<file path="src/rtl/alu_seq.sv">
// -----------------------------------------------------------------------------
// alu_seq
//
// Handshaked, parametrised ALU sitting between register-file read and
// write-back. Single-cycle operations are computed at accept time and
// presented on the next cycle. Full-width multiply (shift-add) and unsigned
// divide (restoring) iterate for WIDTH cycles, during which the issuing stage
// is stalled because in_ready_o is low outside IDLE.
//
// Ports
//   clk_i        : clock, rising edge
//   rst_i        : asynchronous, active-high reset
//   in_valid_i   : operands/opcode valid
//   in_ready_o   : block accepts an operation (IDLE only)
//   a_i, b_i     : unsigned operands, WIDTH bits
//   opcode_i     : 4-bit operation select
//   out_valid_o  : result and flags valid, held until accepted
//   out_ready_i  : consumer accepts the result
//   result_o     : result / product low half / quotient
//   result_hi_o  : product high half / remainder, else 0
//   zero_o       : result_o and result_hi_o both zero
//   carry_o      : carry, borrow, shift-out, overflow or div-by-zero
//   busy_o       : multi-cycle operation in progress
// -----------------------------------------------------------------------------
module alu_seq #(
  parameter int WIDTH = 8
) (
  input  logic             clk_i,
  input  logic             rst_i,
  input  logic             in_valid_i,
  output logic             in_ready_o,
  input  logic [WIDTH-1:0] a_i,
  input  logic [WIDTH-1:0] b_i,
  input  logic [3:0]       opcode_i,
  output logic             out_valid_o,
  input  logic             out_ready_i,
  output logic [WIDTH-1:0] result_o,
  output logic [WIDTH-1:0] result_hi_o,
  output logic             zero_o,
  output logic             carry_o,
  output logic             busy_o
);

  localparam int CW = $clog2(WIDTH + 1);

  localparam logic [3:0] OP_ADD  = 4'b0000;
  localparam logic [3:0] OP_SUB  = 4'b0001;
  localparam logic [3:0] OP_AND  = 4'b0010;
  localparam logic [3:0] OP_OR   = 4'b0011;
  localparam logic [3:0] OP_XOR  = 4'b0100;
  localparam logic [3:0] OP_NOT  = 4'b0101;
  localparam logic [3:0] OP_EQ   = 4'b0110;
  localparam logic [3:0] OP_GTU  = 4'b0111;
  localparam logic [3:0] OP_SHL  = 4'b1000;
  localparam logic [3:0] OP_SHR  = 4'b1001;
  localparam logic [3:0] OP_MULL = 4'b1010;
  localparam logic [3:0] OP_MULW = 4'b1011;
  localparam logic [3:0] OP_DIVU = 4'b1100;
  localparam logic [3:0] OP_ROL  = 4'b1101;
  localparam logic [3:0] OP_ROR  = 4'b1110;

  typedef enum logic [1:0] {
    IDLE = 2'd0,
    CALC = 2'd1,
    DONE = 2'd2
  } state_e;

  state_e           state_q,    state_d;
  logic [CW-1:0]    count_q,    count_d;
  logic             isDiv_q,    isDiv_d;
  logic [WIDTH-1:0] opB_q,      opB_d;
  logic [WIDTH-1:0] accHi_q,    accHi_d;
  logic [WIDTH-1:0] accLo_q,    accLo_d;
  logic [WIDTH-1:0] result_q,   result_d;
  logic [WIDTH-1:0] resultHi_q, resultHi_d;
  logic             zero_q,     zero_d;
  logic             carry_q,    carry_d;

  logic [WIDTH-1:0] aluLo;
  logic             aluCarry;
  logic [WIDTH:0]   aluSum;
  logic [WIDTH-1:0] aluMul;

  logic [WIDTH:0]   mulSum;
  logic [WIDTH-1:0] mulHiNext;
  logic [WIDTH-1:0] mulLoNext;
  logic [WIDTH:0]   divShift;
  logic             divGe;
  logic [WIDTH-1:0] divDiff;
  logic [WIDTH-1:0] divRemNext;
  logic [WIDTH-1:0] divQuotNext;
  logic [WIDTH-1:0] stepHi;
  logic [WIDTH-1:0] stepLo;

  // Single-cycle datapath, evaluated straight off the input ports so the
  // answer can be registered at the accepting edge.
  always_comb begin
    aluSum   = {1'b0, a_i} + {1'b0, b_i};
    aluMul   = a_i * b_i;
    aluLo    = '0;
    aluCarry = 1'b0;
    unique case (opcode_i)
      OP_ADD: begin
        aluLo    = aluSum[WIDTH-1:0];
        aluCarry = aluSum[WIDTH];
      end
      OP_SUB: begin
        aluLo    = a_i - b_i;
        aluCarry = (a_i < b_i);
      end
      OP_AND:  aluLo = a_i & b_i;
      OP_OR:   aluLo = a_i | b_i;
      OP_XOR:  aluLo = a_i ^ b_i;
      OP_NOT:  aluLo = ~a_i;
      OP_EQ:   aluLo = {{(WIDTH-1){1'b0}}, (a_i == b_i)};
      OP_GTU:  aluLo = {{(WIDTH-1){1'b0}}, (a_i > b_i)};
      OP_SHL: begin
        aluLo    = {a_i[WIDTH-2:0], 1'b0};
        aluCarry = a_i[WIDTH-1];
      end
      OP_SHR: begin
        aluLo    = {1'b0, a_i[WIDTH-1:1]};
        aluCarry = a_i[0];
      end
      OP_MULL: aluLo = aluMul;
      OP_ROL: begin
        aluLo    = {a_i[WIDTH-2:0], a_i[WIDTH-1]};
        aluCarry = a_i[WIDTH-1];
      end
      OP_ROR: begin
        aluLo    = {a_i[0], a_i[WIDTH-1:1]};
        aluCarry = a_i[0];
      end
      default: begin
        aluLo    = '0;
        aluCarry = 1'b0;
      end
    endcase
  end

  // One iteration of the multi-cycle engines. Multiply keeps the partial
  // product in accHi and the not-yet-consumed multiplier bits in accLo; each
  // step conditionally adds the multiplicand and shifts the pair right.
  // Divide keeps the partial remainder in accHi and shifts the dividend out
  // of accLo while quotient bits shift in from the bottom. With a zero
  // divisor every trial subtraction succeeds, which naturally yields an
  // all-ones quotient and leaves the dividend as the remainder.
  always_comb begin
    mulSum      = accLo_q[0] ? ({1'b0, accHi_q} + {1'b0, opB_q}) : {1'b0, accHi_q};
    mulHiNext   = mulSum[WIDTH:1];
    mulLoNext   = {mulSum[0], accLo_q[WIDTH-1:1]};

    divShift    = {accHi_q, accLo_q[WIDTH-1]};
    divGe       = (divShift >= {1'b0, opB_q});
    // When divGe holds the true difference is below opB_q, so the low
    // WIDTH bits of the subtraction are exact.
    divDiff     = divShift[WIDTH-1:0] - opB_q;
    divRemNext  = divGe ? divDiff : divShift[WIDTH-1:0];
    divQuotNext = {accLo_q[WIDTH-2:0], divGe};

    stepHi      = isDiv_q ? divRemNext  : mulHiNext;
    stepLo      = isDiv_q ? divQuotNext : mulLoNext;
  end

  // Next-state logic. Everything holds by default; the result registers
  // only change at the accept of a single-cycle op or on the final
  // iteration, which keeps them stable for as long as DONE is back-pressured.
  always_comb begin
    state_d    = state_q;
    count_d    = count_q;
    isDiv_d    = isDiv_q;
    opB_d      = opB_q;
    accHi_d    = accHi_q;
    accLo_d    = accLo_q;
    result_d   = result_q;
    resultHi_d = resultHi_q;
    zero_d     = zero_q;
    carry_d    = carry_q;

    unique case (state_q)
      IDLE: begin
        if (in_valid_i) begin
          if ((opcode_i == OP_MULW) || (opcode_i == OP_DIVU)) begin
            state_d = CALC;
            count_d = CW'(WIDTH);
            isDiv_d = (opcode_i == OP_DIVU);
            opB_d   = (opcode_i == OP_DIVU) ? b_i : a_i;
            accHi_d = '0;
            accLo_d = (opcode_i == OP_DIVU) ? a_i : b_i;
          end else begin
            state_d    = DONE;
            result_d   = aluLo;
            resultHi_d = '0;
            zero_d     = (aluLo == '0);
            carry_d    = aluCarry;
          end
        end
      end
      CALC: begin
        accHi_d = stepHi;
        accLo_d = stepLo;
        count_d = count_q - CW'(1);
        if (count_q == CW'(1)) begin
          state_d    = DONE;
          result_d   = stepLo;
          resultHi_d = stepHi;
          zero_d     = ({stepHi, stepLo} == '0);
          carry_d    = isDiv_q ? (opB_q == '0) : (stepHi != '0);
        end
      end
      DONE: begin
        if (out_ready_i) begin
          state_d = IDLE;
        end
      end
      default: state_d = IDLE;
    endcase
  end

  // State and datapath registers; reset aborts any operation in flight.
  always_ff @(posedge clk_i or posedge rst_i) begin
    if (rst_i) begin
      state_q    <= IDLE;
      count_q    <= '0;
      isDiv_q    <= 1'b0;
      opB_q      <= '0;
      accHi_q    <= '0;
      accLo_q    <= '0;
      result_q   <= '0;
      resultHi_q <= '0;
      zero_q     <= 1'b0;
      carry_q    <= 1'b0;
    end else begin
      state_q    <= state_d;
      count_q    <= count_d;
      isDiv_q    <= isDiv_d;
      opB_q      <= opB_d;
      accHi_q    <= accHi_d;
      accLo_q    <= accLo_d;
      result_q   <= result_d;
      resultHi_q <= resultHi_d;
      zero_q     <= zero_d;
      carry_q    <= carry_d;
    end
  end

  // Handshake and status outputs are pure decodes of the state register.
  assign in_ready_o  = (state_q == IDLE);
  assign out_valid_o = (state_q == DONE);
  assign busy_o      = (state_q == CALC);
  assign result_o    = result_q;
  assign result_hi_o = resultHi_q;
  assign zero_o      = zero_q;
  assign carry_o     = carry_q;

endmodule

</file>
<file path="config.mk">
export PLATFORM = sky130hd
export DESIGN_NAME = alu_seq
export DESIGN_NICKNAME = d
export VERILOG_FILES = /design/src/rtl/alu_seq.sv
export SDC_FILE = /design/constraint.sdc
export NUM_CORES = 1
export LEC_CHECK = 0
export CORE_AREA = 10 10 126 128
export DETAILED_ROUTE_END_ITERATION = 8
export DIE_AREA = 0 0 136 138
export GPL_TIMING_DRIVEN = 0
export PLACE_DENSITY = 0.74
export SYNTH_ARGS = -nofsm -noshare
export SYNTH_HDL_FRONTEND = slang
export SYNTH_SLANG_ARGS = --single-unit
</file>
<file path="constraint.sdc">
create_clock -name clk_i -period 4.8 [get_ports clk_i]
set_input_delay 0.48 -clock clk_i [delete_from_list [all_inputs] [get_ports clk_i]]
set_output_delay 0.48 -clock clk_i [all_outputs]
set_load 0.05 [all_outputs]
</file>
-- After elaboration in Yosys (flattened, before gate mapping)
Cells that the tools add are included.
- add/subtract/negate cells: 5
- multipliers: 1
- magnitude comparators: 3
- eq/ne operators: 23
- multiplexer cells: 39
- bitwise gates (word level): 4
- reductions and logical operators: 14
- operator list (operator ; number):
    8-bit 2-to-1 mux ; 15
    8-bit case mux with 13 select lines ; 1
    8-bit case mux with 2 select lines ; 4
    4-bit == test (second input constant) ; 7
    8-bit by 8-bit adder with 9-bit output ; 2
    4-bit by 3-bit == test with 1-bit output (second input constant) ; 4
    16-bit zero test ; 1
    8-bit zero test ; 2
    8-bit subtractor ; 2
    9-bit by 8-bit >= comparator with 1-bit output ; 1
    9-bit 2-to-1 mux ; 1
    3-bit AND reduction ; 3
    8-bit bitwise AND ; 1
    4-bit by 1-bit == test with 1-bit output (second input constant) ; 2
    4-bit by 2-bit == test with 1-bit output (second input constant) ; 2
    8-bit == test ; 1
    8-bit greater-than comparator ; 1
    8-bit < comparator ; 1
    8-bit by 8-bit multiplier with 8-bit output ; 1
    2-bit 2-to-1 mux ; 4
    4-bit 2-to-1 mux ; 2
    8-bit NOT ; 1
    8-bit bitwise OR ; 1
    4-bit case mux with 2 select lines ; 1
    other kinds (17) ; 28
- register bits: 49
- bits of input ports: 24
- output and inout port bits: 21

-- Logic depth before layout (Yosys ltp)
Gate-level depths: netlist of the first run.
- word-level depth: 7
- depth in mapped cells: 18
- gate-level depth less buffers: 18

-- Least setup slack after synthesis of the first run
No wires, ideal clock.
- path kind: input to register
- start point: input a_i[2]
- end point: register zero_q, in the netlist zero_o
- arrival time: 4.221 ns
- data required time: 4.734 ns
- slack: 0.514 ns
- cell stages on the path: 17
- buffers on the path: 1
- cell sequence: clkbuf_1 -> nand2_1 -> fa_1 -> fa_1 -> inv_1 -> fa_1 -> inv_1 -> fa_1 -> inv_1 -> ha_1 -> a21oi_1 -> xnor2_1 -> xnor2_1 -> a21oi_1 -> o2111ai_1 -> nor4_2 -> o31a_1
- word-level cells in the longest chain between the ends: 6
- elaborated cells on any way between the ends: 14
- classes of those cells: 2 x add/sub; 1 x mul; 1 x order compare; 1 x eq/ne; 4 x mux; 4 x bitwise; 1 x reduce/logical
- RTL lines (item ; line ; source):
    start, declared ; 32 ; input logic [WIDTH-1:0] a_i,
    8-bit by 8-bit multiplier with 8-bit output (tied with other cells) ; 99 ; aluMul = a_i * b_i;
    8-bit case mux with 13 select lines * ; 102 ; unique case (opcode_i)
    8-bit zero test * ; 194 ; zero_d = (aluLo == '0);
    1-bit 2-to-1 mux * ; 183 ; if ((opcode_i == OP_MULW) || (opcode_i == OP_DIVU)) begin
    1-bit 2-to-1 mux * ; 182 ; if (in_valid_i) begin
    1-bit case mux with 2 select lines * ; 180 ; unique case (state_q)
    end signal, assigned ; 242 ; zero_q <= zero_d;
    end, declared ; 76 ; logic zero_q, zero_d;
Mark *: on every way between the ends. The rest lies on a longest branch, timed or not. The select of a mux whose other input is x is not followed.
A chain may end at the register's enable or synchronous reset.

-- Worst setup path after layout of the first run
- start point: input a_i[6]
- end point: register zero_q, in the netlist zero_o
Same word-level chain as after synthesis.

==> impl_metrics.sql, run 1 <==
INSERT INTO impl_metrics (metric_group, metric, value, unit) VALUES
('timing', 'timing.max_slew.rel_slack', '29.6', '%'),
('cells_and_area', 'num-fill-cells', '1348', ''),
('place', 'place_area', '0.00653', 'mm²'),
('pwr', 'internal_power', '1.56', 'mW'),
('yosys', 'synth_fp_nets', '856', ''),
('cells_and_area', 'layout_commonest_cell', 'nand2_1', ''),
('global_routing', 'grt_pass1_vias', '5802', ''),
('pwr', 'p_comb_share', '66.0', '%'),
('worst_setup_path', 'timing.critical_path.from', 'a_i[6]', ''),
('timing', 'rsz0062_at_grt', 'false', ''),
('worst_setup_path', 'rr_endpoint', 'zero_o$_DFFE_PP0P_', ''),
('place', 'portBuffers', '41', ''),
('floorplanning', 'die_footprint', '0.0188', 'mm²'),
('cells_and_area', 'final_cell_mix', 'nand2_1, inv_1, nor2_1, ha_1, dfrtp_1', ''),
('yosys', 'synth_async_sr_flop_share', '100', '%'),
('place', 'dp_worst_setup_slack', '-0.760', 'ns'),
('worst_setup_path', 'r2r.worst_path.cells', '11', ''),
('place', 'dpl.cell_count', '980', ''),
('clocking', 'holdBufCountCts', '0', ''),
('worst_setup_path', 'cpPeakStageDelay', '0.55', 'ns'),
('clocking', 'clock_tree.root_cell', 'clkbuf_16', ''),
('yosys', 'post_synth_instance_area', '0.00587', 'mm²'),
('cells_and_area', 'antenna_cells_inserted', '0', ''),
('floorplanning', 'start_util', '43.5', '%'),
('cells_and_area', 'fin_cells', '991', ''),
('worst_setup_path', 'timing_worst_setup_path_type', 'input pin to flip-flop', ''),
('floorplanning', 'core_area', '0.0135', 'mm²'),
('yosys', 'synth_top_area_share', '20.9', '%'),
('clocking', 'insertion_delay', '0.29', 'ns'),
('pwr', 'seq_power_share', '23.0', '%'),
('clocking', 'cts.reportedPaths.clkPinSlew', '0.07', 'ns'),
('yosys', 'netlist.top_cell.by_area', 'dfrtp_1', ''),
('timing', 'final-hold-violation-count', '0', ''),
('worst_setup_path', 'crit_chain', 'clkdlybuf4s50_1 > clkbuf_1 > nand2_1 > fa_1 > inv_1 > fa_1 > inv_1 > fa_1 > inv_1 > ha_1 > a21oi_2 > xnor2_1 > xnor2_1 > a21oi_2 > o2111ai_2 > nor4_2 > o31a_1', ''),
('clocking', 'ctsLongestPathBuffers', '2', ''),
('routing', 'firstDrtPassIters', '5', ''),
('worst_setup_path', 'reg2reg_setup_slack', '1.60', 'ns'),
('yosys', 'seq_area_frac_synth', '20.9', '%'),
('global_routing', 'grtUsageTotal', '19.6', '%'),
('worst_hold_path', 'hold_class', 'flip-flop to flip-flop', ''),
('yosys', 'synth.area.top_cells', 'dfrtp_1, ha_1, nand2_1', ''),
('timing', 'layout_worst_path_cycle_share', '96.7', '%'),
('timing', 'finalWorstSetupSlack', '0.157', 'ns'),
('clocking', 'cts_made_buffers', '5', ''),
('timing', 'setup-violations-final', '0', ''),
('run', 'maxCapViolations', '0', ''),
('routing', 'drtAntennaViolNets', '0', ''),
('worst_setup_path', 'critical_path.reg2reg.startpoint', 'opB_q[1]$_DFFE_PP0P_', ''),
('timing', 'final-max-slew-violation-count', '0', ''),
('routing', 'dr_total_vias', '5865', ''),
('timing', 'finalCriticalPeriod', '4.64', 'ns'),
('worst_setup_path', 'timing.critical_path.from_type', 'input pin', ''),
('place', 'hpwl', '14.9', 'mm'),
('routing', 'via_per_inst', '5.92', ''),
('floorplanning', 'horizontal_die_dimension', '136', 'µm'),
('cells_and_area', 'area_growth_syn_to_layout', '15.3', '%'),
('run_status', 'run_status', 'finished clean', ''),
('timing', 'worst_slew_pin_slew', '1.05', 'ns'),
('place', 'globalplace.congestion', '0.987', ''),
('yosys', 'synth_flop_cell', 'dfrtp_1', ''),
('timing', 'max_clock_freq', '0.215', 'GHz'),
('timing', 'finClkSkew', '0.00694', 'ns'),
('clocking', 'htree_num_levels', '2', ''),
('clocking', 'cts_sinks', '49', ''),
('global_routing', 'grt_antenna_before_repair', '0', ''),
('worst_setup_path', 'cp.required', '5.03', 'ns'),
('yosys', 'yosys.cell_types.count', '79', ''),
('global_routing', 'grt_pass1_wl', '30.1', 'mm'),
('worst_setup_path', 'crit_path_max_fanout', '8', ''),
('yosys', 'netlist_instances', '758', ''),
('worst_setup_path', 'cp-end-kind', 'flip-flop', '');
==> metal layers <==
metal	share of wire [%]	vias to the layer above	global-route usage (%)	wire, µm
li1	-	2787	-	-
met1	40	2752	23.2	7560
met2	49	248	32.9	9250
met3	5.4	78	1.88	1020
met4	6.0	0	12.3	1130
met5	0	-	0	0
==> area by class of cell <==
| type | count | area [µm²] | share of cell area [%] |
|---|---|---|---|
| well taps | 180 | 225 | 3.33 |
| clock inverters | 2 | 13.8 | 0.203 |
| plain buffers | 44 | 254 | 3.75 |
| inverters | 77 | 298 | 4.40 |
| repair buffers | 45 | 455 | 6.73 |
| flip-flops and latches | 49 | 1230 | 18.1 |
| clock buffers | 6 | 129 | 1.90 |
| multi-input cells | 588 | 4170 | 61.6 |
==> worst min-delay path by stage <==
stage                                     startpoint                    endpoint  slack, ns  cells past startpoint
after floorplan               accLo_q[1]$_DFFE_PP0P_      accLo_q[1]$_DFFE_PP0P_       0.47                      2
after global placement       result_o[2]$_DFFE_PP0P_     result_o[2]$_DFFE_PP0P_       0.46                      1
after detailed placement     result_o[2]$_DFFE_PP0P_     result_o[2]$_DFFE_PP0P_       0.46                      1
after CTS                    result_o[2]$_DFFE_PP0P_     result_o[2]$_DFFE_PP0P_       0.48                      1
after global routing      result_hi_o[0]$_DFFE_PP0P_  result_hi_o[0]$_DFFE_PP0P_       0.51                      2
final                        result_o[2]$_DFFE_PP0P_     result_o[2]$_DFFE_PP0P_       0.47                      1
==> logic make-up (layout without fill, tap and decap cells) <==
group / after synthesis / count (layout) / synth area share, %
AND/OR/NAND/NOR: 262 / 262 / 20.7
AO/OA/AOI/OAI: 204 / 204 / 24.1
buffers and inverters: 121 / 174 / 8.74
adder cells (fa/ha/maj): 74 / 74 / 17.8
flip-flops: 49 / 49 / 20.9
XOR/XNOR: 24 / 24 / 3.58
multiplexers: 24 / 24 / 4.20
==> power by group through the flow <==
| stage | Sequential, mW | Clock [mW] | Combinational, mW |
|---|---|---|---|
| floorplan | 0.836 | 0 | 1.36 |
| global placement | 0.736 | 0 | 2.04 |
| detailed placement | 0.741 | 0 | 2.07 |
| CTS | 0.734 | 0.356 | 2.10 |
| global route | 0.759 | 0.371 | 2.32 |
| finish | 0.739 | 0.352 | 2.12 |
==> cell usage after synthesis, types with 8 or more instances <==
cell type and n:
inv_1 75, a21o_1 15, clkbuf_1 25, mux2i_1 19, nor4_1 10, nand2_1 106
o31ai_1 11, fa_1 16, ha_1 58, xnor2_1 15, nand2b_1 8, nand3_1 11
xor2_1 9, a21oi_1 37, nor2_1 65, o21ai_0 47, dfrtp_1 49, buf_2 10
o22ai_1 8, nor3_1 22
==> critical path: cells and delay by family <==
kind	cells	cell delay, ns
AND/OR/NAND/NOR	2	0.42
buffers and inverters	5	1.06
XOR/XNOR	2	0.28
adder cells (fa/ha/maj)	4	1.88
AO/OA/AOI/OAI	4	0.75
==> sequential cells by signal, indices dropped and copies added, names as in the netlist <==
register / count
zero_o: 1
state_q: 2
opB_q: 8
carry_o: 1
accLo_q: 8
count_q: 4
accHi_q: 8
result_o: 8
result_hi_o: 8
isDiv_q: 1
==> what timing repair did <==
item                                    CTS  global route
gates resized for setup                  16            26
setup buffers                             2             1
endpoints found under the setup margin    3             2
endpoints found under the hold margin     0             0
pin swaps                                 4             3
==> metrics by stage <==
step / TNS (ns) / hold WS [ns]
after CTS: 0 / 0.480
after floorplan: 0 / 0.465
after detailed placement: -2.14 / 0.465
after global placement: -2.17 / 0.462
final: 0 / 0.475
after global routing: 0 / 0.508
No activity file was read; power rests on OpenSTA's default activity.
==> inputs of run 2 (changes only) <==
==> config.mk (replaced) <==
export PLATFORM = sky130hd
export DESIGN_NAME = alu_seq
export DESIGN_NICKNAME = d
export VERILOG_FILES = /design/src/rtl/alu_seq.sv
export SDC_FILE = /design/constraint.sdc
export NUM_CORES = 1
export LEC_CHECK = 0
export CORE_AREA = 2 2 107 109
export DETAILED_ROUTE_END_ITERATION = 8
export DIE_AREA = 0 0 109 111
export GPL_TIMING_DRIVEN = 0
export PLACE_DENSITY = 0.85
export SKIP_LAST_GASP = 1
export SYNTH_ARGS = -nofsm -noshare
export SYNTH_HDL_FRONTEND = slang
export SYNTH_SLANG_ARGS = --single-unit
==> impl_metrics.sql, run 2 (same netlist as run 1, synthesis figures left out) <==
INSERT INTO impl_metrics (metric_group, metric, value, unit) VALUES
('routing', 'firstDrtPassIters', '5', ''),
('place', 'portBuffers', '41', ''),
('timing', 'totalNegativeSetupSlack', '0', 'ns'),
('routing', 'routed_wire_length_per_instance', '19.6', 'µm'),
('clocking', 'cts_made_buffers', '5', ''),
('worst_setup_path', 'critPathArrivalTime', '4.93', 'ns'),
('timing', 'hold_slack', '0.449', 'ns'),
('pwr', 'power.static_leakage', '3.13', 'nW'),
('cells_and_area', 'finalNetCount', '908', ''),
('pwr', 'powerDensity', '484', 'mW/mm²'),
('worst_setup_path', 'r2r.worst_path.cells', '11', ''),
('timing', 'layout_worst_path_cycle_share', '98.0', '%'),
('clocking', 'ctsLongestPathBuffers', '2', ''),
('worst_setup_path', 'critical_path.reg2reg.startpoint', 'opB_q[1]$_DFFE_PP0P_', ''),
('cells_and_area', 'antenna_cells_inserted', '0', ''),
('global_routing', 'grt_antenna_before_repair', '0', ''),
('place', 'dp_worst_setup_slack', '-0.650', 'ns'),
('global_routing', 'pin_count_of_the_biggest_net_entering_global_routing', '38', ''),
('floorplanning', 'start_util', '53.0', '%'),
('floorplanning', 'core_area', '0.0111', 'mm²'),
('routing', 'wl', '18.7', 'mm'),
('clocking', 'clock_tree.root_cell', 'clkbuf_16', ''),
('worst_setup_path', 'cp-end-kind', 'flip-flop', ''),
('cells_and_area', 'final_layout_size_suffix_gt1_share', '7.89', '%'),
('floorplanning', 'die_footprint', '0.0121', 'mm²'),
('floorplanning', 'pin_count', '45', ''),
('clocking', 'holdBufCountCts', '0', ''),
('routing', 'drt_iter0_markers', '447', ''),
('timing', 'finClkSkew', '0.00611', 'ns'),
('worst_setup_path', 'timing_worst_setup_path_type', 'input pin to flip-flop', ''),
('routing', 'dr_total_vias', '5991', ''),
('global_routing', 'grt_pass1_wl', '29.7', 'mm'),
('timing', 'timing.max_slew.rel_slack', '24.6', '%'),
('floorplanning', 'fp.dieH', '111', 'µm'),
('cells_and_area', 'area_growth_syn_to_layout', '14.7', '%'),
('worst_setup_path', 'timing.critical_path.buf_inv', '5', ''),
('cells_and_area', 'multi_input_comb_area', '0.00415', 'mm²'),
('floorplanning', 'horizontal_die_dimension', '109', 'µm'),
('worst_setup_path', 'crit_path_max_fanout', '7', ''),
('routing', 'drc', '0', ''),
('global_routing', 'grtUsageTotal', '31.1', '%'),
('worst_setup_path', 'cpPeakStageDelay', '0.54', 'ns'),
('timing', 'final-max-slew-violation-count', '0', ''),
('run_status', 'run_status', 'finished clean', ''),
('global_routing', 'grt_pass1_vias', '5863', ''),
('worst_setup_path', 'slowest_stage', 'fa_1', ''),
('cells_and_area', 'layout_commonest_cell', 'nand2_1', ''),
('run', 'maxCapViolations', '0', ''),
('timing', 'worst_slew_pin_slew', '1.12', 'ns'),
('pwr', 'vdd_ir_drop_max', '382', 'µV'),
('routing', 'via_per_inst', '6.28', ''),
('floorplanning', 'rows', '39', ''),
('timing', 'finalWorstSetupSlack', '0.0960', 'ns'),
('timing', 'final-hold-violation-count', '0', ''),
('worst_setup_path', 'critical_path.endpoint', 'zero_o$_DFFE_PP0P_', ''),
('clocking', 'cts.reportedPaths.clkPinSlew', '0.07', 'ns'),
('worst_setup_path', 'timing.critical_path.from', 'b_i[2]', ''),
('timing', 'finalCriticalPeriod', '4.70', 'ns'),
('worst_setup_path', 'reg2reg_setup_slack', '1.52', 'ns'),
('cells_and_area', 'final_cell_mix', 'nand2_1, inv_1, nor2_1, ha_1, dfrtp_1', ''),
('routing', 'drtAntennaViolNets', '0', ''),
('worst_setup_path', 'crit_path_frequent_cell', 'inv_1', ''),
('timing', 'setup-violations-final', '0', ''),
('worst_setup_path', 'crit_chain', 'clkdlybuf4s15_1 > ha_2 > inv_1 > fa_1 > inv_1 > fa_1 > ha_1 > inv_1 > fa_1 > inv_1 > ha_1 > a21o_1 > a21oi_2 > xnor2_1 > xnor2_1 > a21oi_1 > o2111ai_2 > nor4_2 > o31a_1', ''),
('clocking', 'htree_num_levels', '2', ''),
('cells_and_area', 'num-fill-cells', '987', ''),
('worst_setup_path', 'rr_endpoint', 'zero_o$_DFFE_PP0P_', ''),
('place', 'globalplace.congestion', '0.997', ''),
('pwr', 'power.total', '3.26', 'mW'),
('worst_hold_path', 'hold_class', 'input pin to asynchronous set/reset pin', ''),
('clocking', 'insertion_delay', '0.29', 'ns'),
('worst_setup_path', 'cp.required', '5.03', 'ns'),
('worst_setup_path', 'timing.critical_path.from_type', 'input pin', ''),
('clocking', 'cts_sinks', '49', ''),
('global_routing', 'grt_remaining_overflow', '0', ''),
('clocking', 'tritoncts', 'done', ''),
('worst_setup_path', 'critPathTopFamily', 'adder cells', ''),
('place', 'hpwl', '14.6', 'mm'),
('worst_setup_path', 'path_depth', '19', ''),
('timing', 'max_clock_freq', '0.213', 'GHz'),
('cells_and_area', 'ff_latch_area', '0.00123', 'mm²');
run 2: what timing repair did:
action | 4_1_cts | 5_1_grt
gates cloned | 0 | 0
pin swaps | 1 | 3
setup endpoints to repair | 2 | 2
setup buffers | 2 | 1
gates resized for setup | 13 | 27
run 2: cell type report:
| type | instances | share of cell area, % |
|---|---|---|
| inverters | 77 | 4.48 |
| multi-input cells | 588 | 61.6 |
| flip-flops and latches | 49 | 18.2 |
| repair buffers | 45 | 6.76 |
| clock buffers | 7 | 2.12 |
| clock inverters | 1 | 0.446 |
| well taps | 143 | 2.66 |
| plain buffers | 44 | 3.75 |
run 2: worst register-to-register path: cells and delay by family, from the launching register on:
kind                     cells  cell delay, ns
AO/OA/AOI/OAI                6            1.65
adder cells (fa/ha/maj)      1            0.36
buffers and inverters        1            0.15
flip-flops                   1            0.43
AND/OR/NAND/NOR              3            0.62
run 2: how the worst min path moves through the flow:
stage / start / depth (start not counted) / end
final: rst_i / 2 / result_o[7]$_DFFE_PP0P_
after floorplan: accLo_q[1]$_DFFE_PP0P_ / 2 / accLo_q[1]$_DFFE_PP0P_
after detailed placement: result_o[5]$_DFFE_PP0P_ / 2 / result_o[5]$_DFFE_PP0P_
after global routing: rst_i / 2 / result_hi_o[0]$_DFFE_PP0P_
after CTS: rst_i / 2 / result_o[7]$_DFFE_PP0P_
after global placement: result_o[4]$_DFFE_PP0P_ / 2 / result_o[4]$_DFFE_PP0P_
run 2: per-layer routing:
layer	GRT usage, %	vias up	routed length [µm]
met1	38.1	2820	7150
met4	17.7	0	1080
met2	52.4	300	9280
met5	0	-	0
met3	3.06	92	1190
li1	-	2779	-
run 2: through the flow:
step                utilization, %  area, µm²  std cells
detailed placement            58.5       6480        943
global placement              58.3       6460        942
global route                  60.8       6740        954
floorplan                        -       5870        758
finish                        60.8       6740        954
CTS                           60.4       6690        953
run 2: power breakdown:
group | switching, mW | total (mW) | internal, mW
clock network | 0.149 | 0.409 | 0.260
registers | 0.174 | 0.741 | 0.567
logic | 1.33 | 2.11 | 0.788
==> inputs of run 3 (changes only) <==
--- a/config.mk
+++ b/config.mk
@@ -6,6 +6,7 @@
 export NUM_CORES = 1
 export LEC_CHECK = 0
 export CORE_AREA = 2 2 107 109
+export CTS_BUF_LIST = sky130_fd_sc_hd__clkbuf_8
 export DETAILED_ROUTE_END_ITERATION = 8
 export DIE_AREA = 0 0 109 111
 export GPL_TIMING_DRIVEN = 0
==> impl_metrics.sql, run 3 (same netlist as run 1, synthesis figures left out) <==
INSERT INTO impl_metrics (metric_group, metric, value, unit) VALUES
('routing', 'wl_met2', '9.30', 'mm'),
('timing', 'setup-violations-final', '0', ''),
('global_routing', 'grt_pass1_vias', '5857', ''),
('routing', 'dr_wl_met3', '1.13', 'mm'),
('pwr', 'power.static_leakage', '3.09', 'nW'),
('floorplanning', 'fp.dieH', '111', 'µm'),
('routing', 'top_layer_used', 'met4', ''),
('timing', 'final-hold-violation-count', '0', ''),
('clocking', 'cts.reportedPaths.clkPinSlew', '0.09', 'ns'),
('worst_setup_path', 'rr_endpoint', 'zero_o$_DFFE_PP0P_', ''),
('global_routing', 'grt_remaining_overflow', '0', ''),
('timing', 'max_clock_freq', '0.211', 'GHz'),
('worst_setup_path', 'timing_worst_setup_path_type', 'input pin to flip-flop', ''),
('timing', 'timing.max_slew.rel_slack', '26.7', '%'),
('cells_and_area', 'fin_cells', '953', ''),
('routing', 'dr_total_vias', '6030', ''),
('global_routing', 'grtUsageTotal', '30.9', '%'),
('timing', 'layout_worst_path_cycle_share', '98.5', '%'),
('timing', 'finalCriticalPeriod', '4.73', 'ns'),
('clocking', 'tritoncts', 'done', ''),
('cells_and_area', 'final_layout_size_suffix_gt1_share', '7.41', '%'),
('cells_and_area', 'finalNetCount', '907', ''),
('worst_setup_path', 'cp-end-kind', 'flip-flop', ''),
('timing', 'hold_slack', '0.427', 'ns'),
('pwr', 'powerDensity', '474', 'mW/mm²'),
('global_routing', 'grt_pass1_wl', '29.5', 'mm'),
('clocking', 'cts_made_buffers', '5', ''),
('timing', 'finClkSkew', '0.00609', 'ns'),
('floorplanning', 'horizontal_die_dimension', '109', 'µm'),
('worst_setup_path', 'critPathArrivalTime', '4.98', 'ns'),
('worst_setup_path', 'cp.required', '5.05', 'ns'),
('global_routing', 'grt_antenna_before_repair', '0', ''),
('cells_and_area', 'area_growth_syn_to_layout', '13.6', '%'),
('cells_and_area', 'finalInstanceArea', '0.00667', 'mm²'),
('worst_setup_path', 'critical_path.reg2reg.startpoint', 'opB_q[1]$_DFFE_PP0P_', ''),
('cells_and_area', 'antenna_cells_inserted', '0', ''),
('routing', 'drtAntennaViolNets', '0', ''),
('routing', 'drc', '0', ''),
('floorplanning', 'start_util', '53.0', '%'),
('routing', 'firstDrtPassIters', '5', ''),
('cells_and_area', 'layout_commonest_cell', 'nand2_1', ''),
('routing', 'via_per_inst', '6.33', ''),
('clocking', 'insertion_delay', '0.30', 'ns'),
('worst_setup_path', 'reg2reg_setup_slack', '1.61', 'ns'),
('clocking', 'cts_sinks', '49', ''),
('place', 'hpwl', '14.6', 'mm'),
('clocking', 'htree_num_levels', '2', ''),
('floorplanning', 'core_area', '0.0111', 'mm²'),
('worst_setup_path', 'crit_path_max_fanout', '9', ''),
('timing', 'worst_slew_pin_slew', '1.09', 'ns'),
('floorplanning', 'rows', '39', ''),
('routing', 'drt_iter0_markers', '402', ''),
('place', 'portBuffers', '41', ''),
('floorplanning', 'die_footprint', '0.0121', 'mm²'),
('worst_hold_path', 'hold_class', 'input pin to asynchronous set/reset pin', ''),
('worst_setup_path', 'timing.critical_path.from_type', 'input pin', ''),
('worst_setup_path', 'r2r.worst_path.cells', '11', ''),
('global_routing', 'pin_count_of_the_biggest_net_entering_global_routing', '38', ''),
('routing', 'routed_wire_length_per_instance', '19.5', 'µm'),
('routing', 'wl_met1', '7.16', 'mm'),
('routing', 'wl', '18.6', 'mm'),
('run_status', 'run_status', 'finished clean', ''),
('place', 'place_area', '0.00648', 'mm²'),
('cells_and_area', 'final_cell_mix', 'nand2_1, inv_1, nor2_1, ha_1, dfrtp_1', ''),
('pwr', 'vdd_ir_drop_max', '386', 'µV'),
('clocking', 'clock_tree.root_cell', 'clkbuf_8', ''),
('place', 'dpl.cell_count', '943', ''),
('clocking', 'ctsLongestPathBuffers', '2', ''),
('run', 'maxCapViolations', '0', ''),
('floorplanning', 'pin_count', '45', ''),
('timing', 'final-max-slew-violation-count', '0', ''),
('place', 'globalplace.congestion', '0.997', '');
## run 3: worst max-delay path by stage
stage                      start            endpoint  slack [ns]  cells past startpoint
after floorplan           a_i[2]  zero_o$_DFFE_PP0P_        0.51                     17
after global placement    a_i[2]  zero_o$_DFFE_PP0P_       -0.65                     18
after detailed placement  a_i[2]  zero_o$_DFFE_PP0P_       -0.65                     18
after CTS                 a_i[2]  zero_o$_DFFE_PP0P_      0.0006                     18
after global routing      a_i[0]  zero_o$_DFFE_PP0P_       -0.06                     19
final                     a_i[0]  zero_o$_DFFE_PP0P_        0.07                     19
## run 3: report_power, final
part | internal (mW) | total (mW) | leakage [nW] | switching, mW
clock network | 0.168 | 0.306 | 0.0626 | 0.138
registers | 0.566 | 0.740 | 0.632 | 0.174
logic | 0.788 | 2.12 | 2.39 | 1.33
total | 1.52 | 3.16 | 3.09 | 1.64
## run 3: worst max-delay path, cell delays in order
cell,delay (ns)
clkdlybuf4s50_1,0.50
buf_4,0.20
nand2_1,0.10
fa_1,0.44
inv_1,0.09
fa_1,0.42
ha_1,0.31
inv_1,0.06
fa_1,0.55
inv_1,0.05
ha_1,0.33
a21o_1,0.20
a21oi_2,0.17
xnor2_1,0.17
xnor2_1,0.14
a21oi_2,0.18
o2111ai_2,0.18
nor4_2,0.26
o31a_1,0.16
## run 3: stage by stage
| step | power, mW | utilization [%] | worst slack, ns | setup TNS (ns) |
|---|---|---|---|---|
| floorplan | 2.20 | - | 0.514 | 0 |
| global placement | 2.74 | 58.3 | -0.650 | -1.58 |
| detailed placement | 2.79 | 58.5 | -0.650 | -1.63 |
| CTS | 3.11 | 59.9 | 0.000644 | 0 |
| global route | 3.37 | 60.2 | -0.0622 | -0.0884 |
| finish | 3.16 | 60.2 | 0.0713 | 0 |
## run 3: timing repair
item                                    CTS  global route
endpoints found under the setup margin    2             2
resized for setup                        12            17
pin swaps                                 0             2
setup buffers                             2             0
hold endpoints to repair                  0             0
hold buffers                              0             0
## run 3: layout make-up
type                    instances  area [µm²]
plain buffers                  44         245
repair buffers                 44         449
well taps                     143         179
fillers                      1010        4410
clock buffers                   6        82.6
flip-flops and latches         49        1230
inverters                      77         298
clock inverters                 2        33.8
multi-input cells             588        4150
## run 3: metal layers
metal / up-vias / GRT usage [%]
met2: 296 / 51.7
li1: 2780 / -
met4: 0 / 19.0
met3: 82 / 3.29
met1: 2872 / 37.5
met5: - / 0
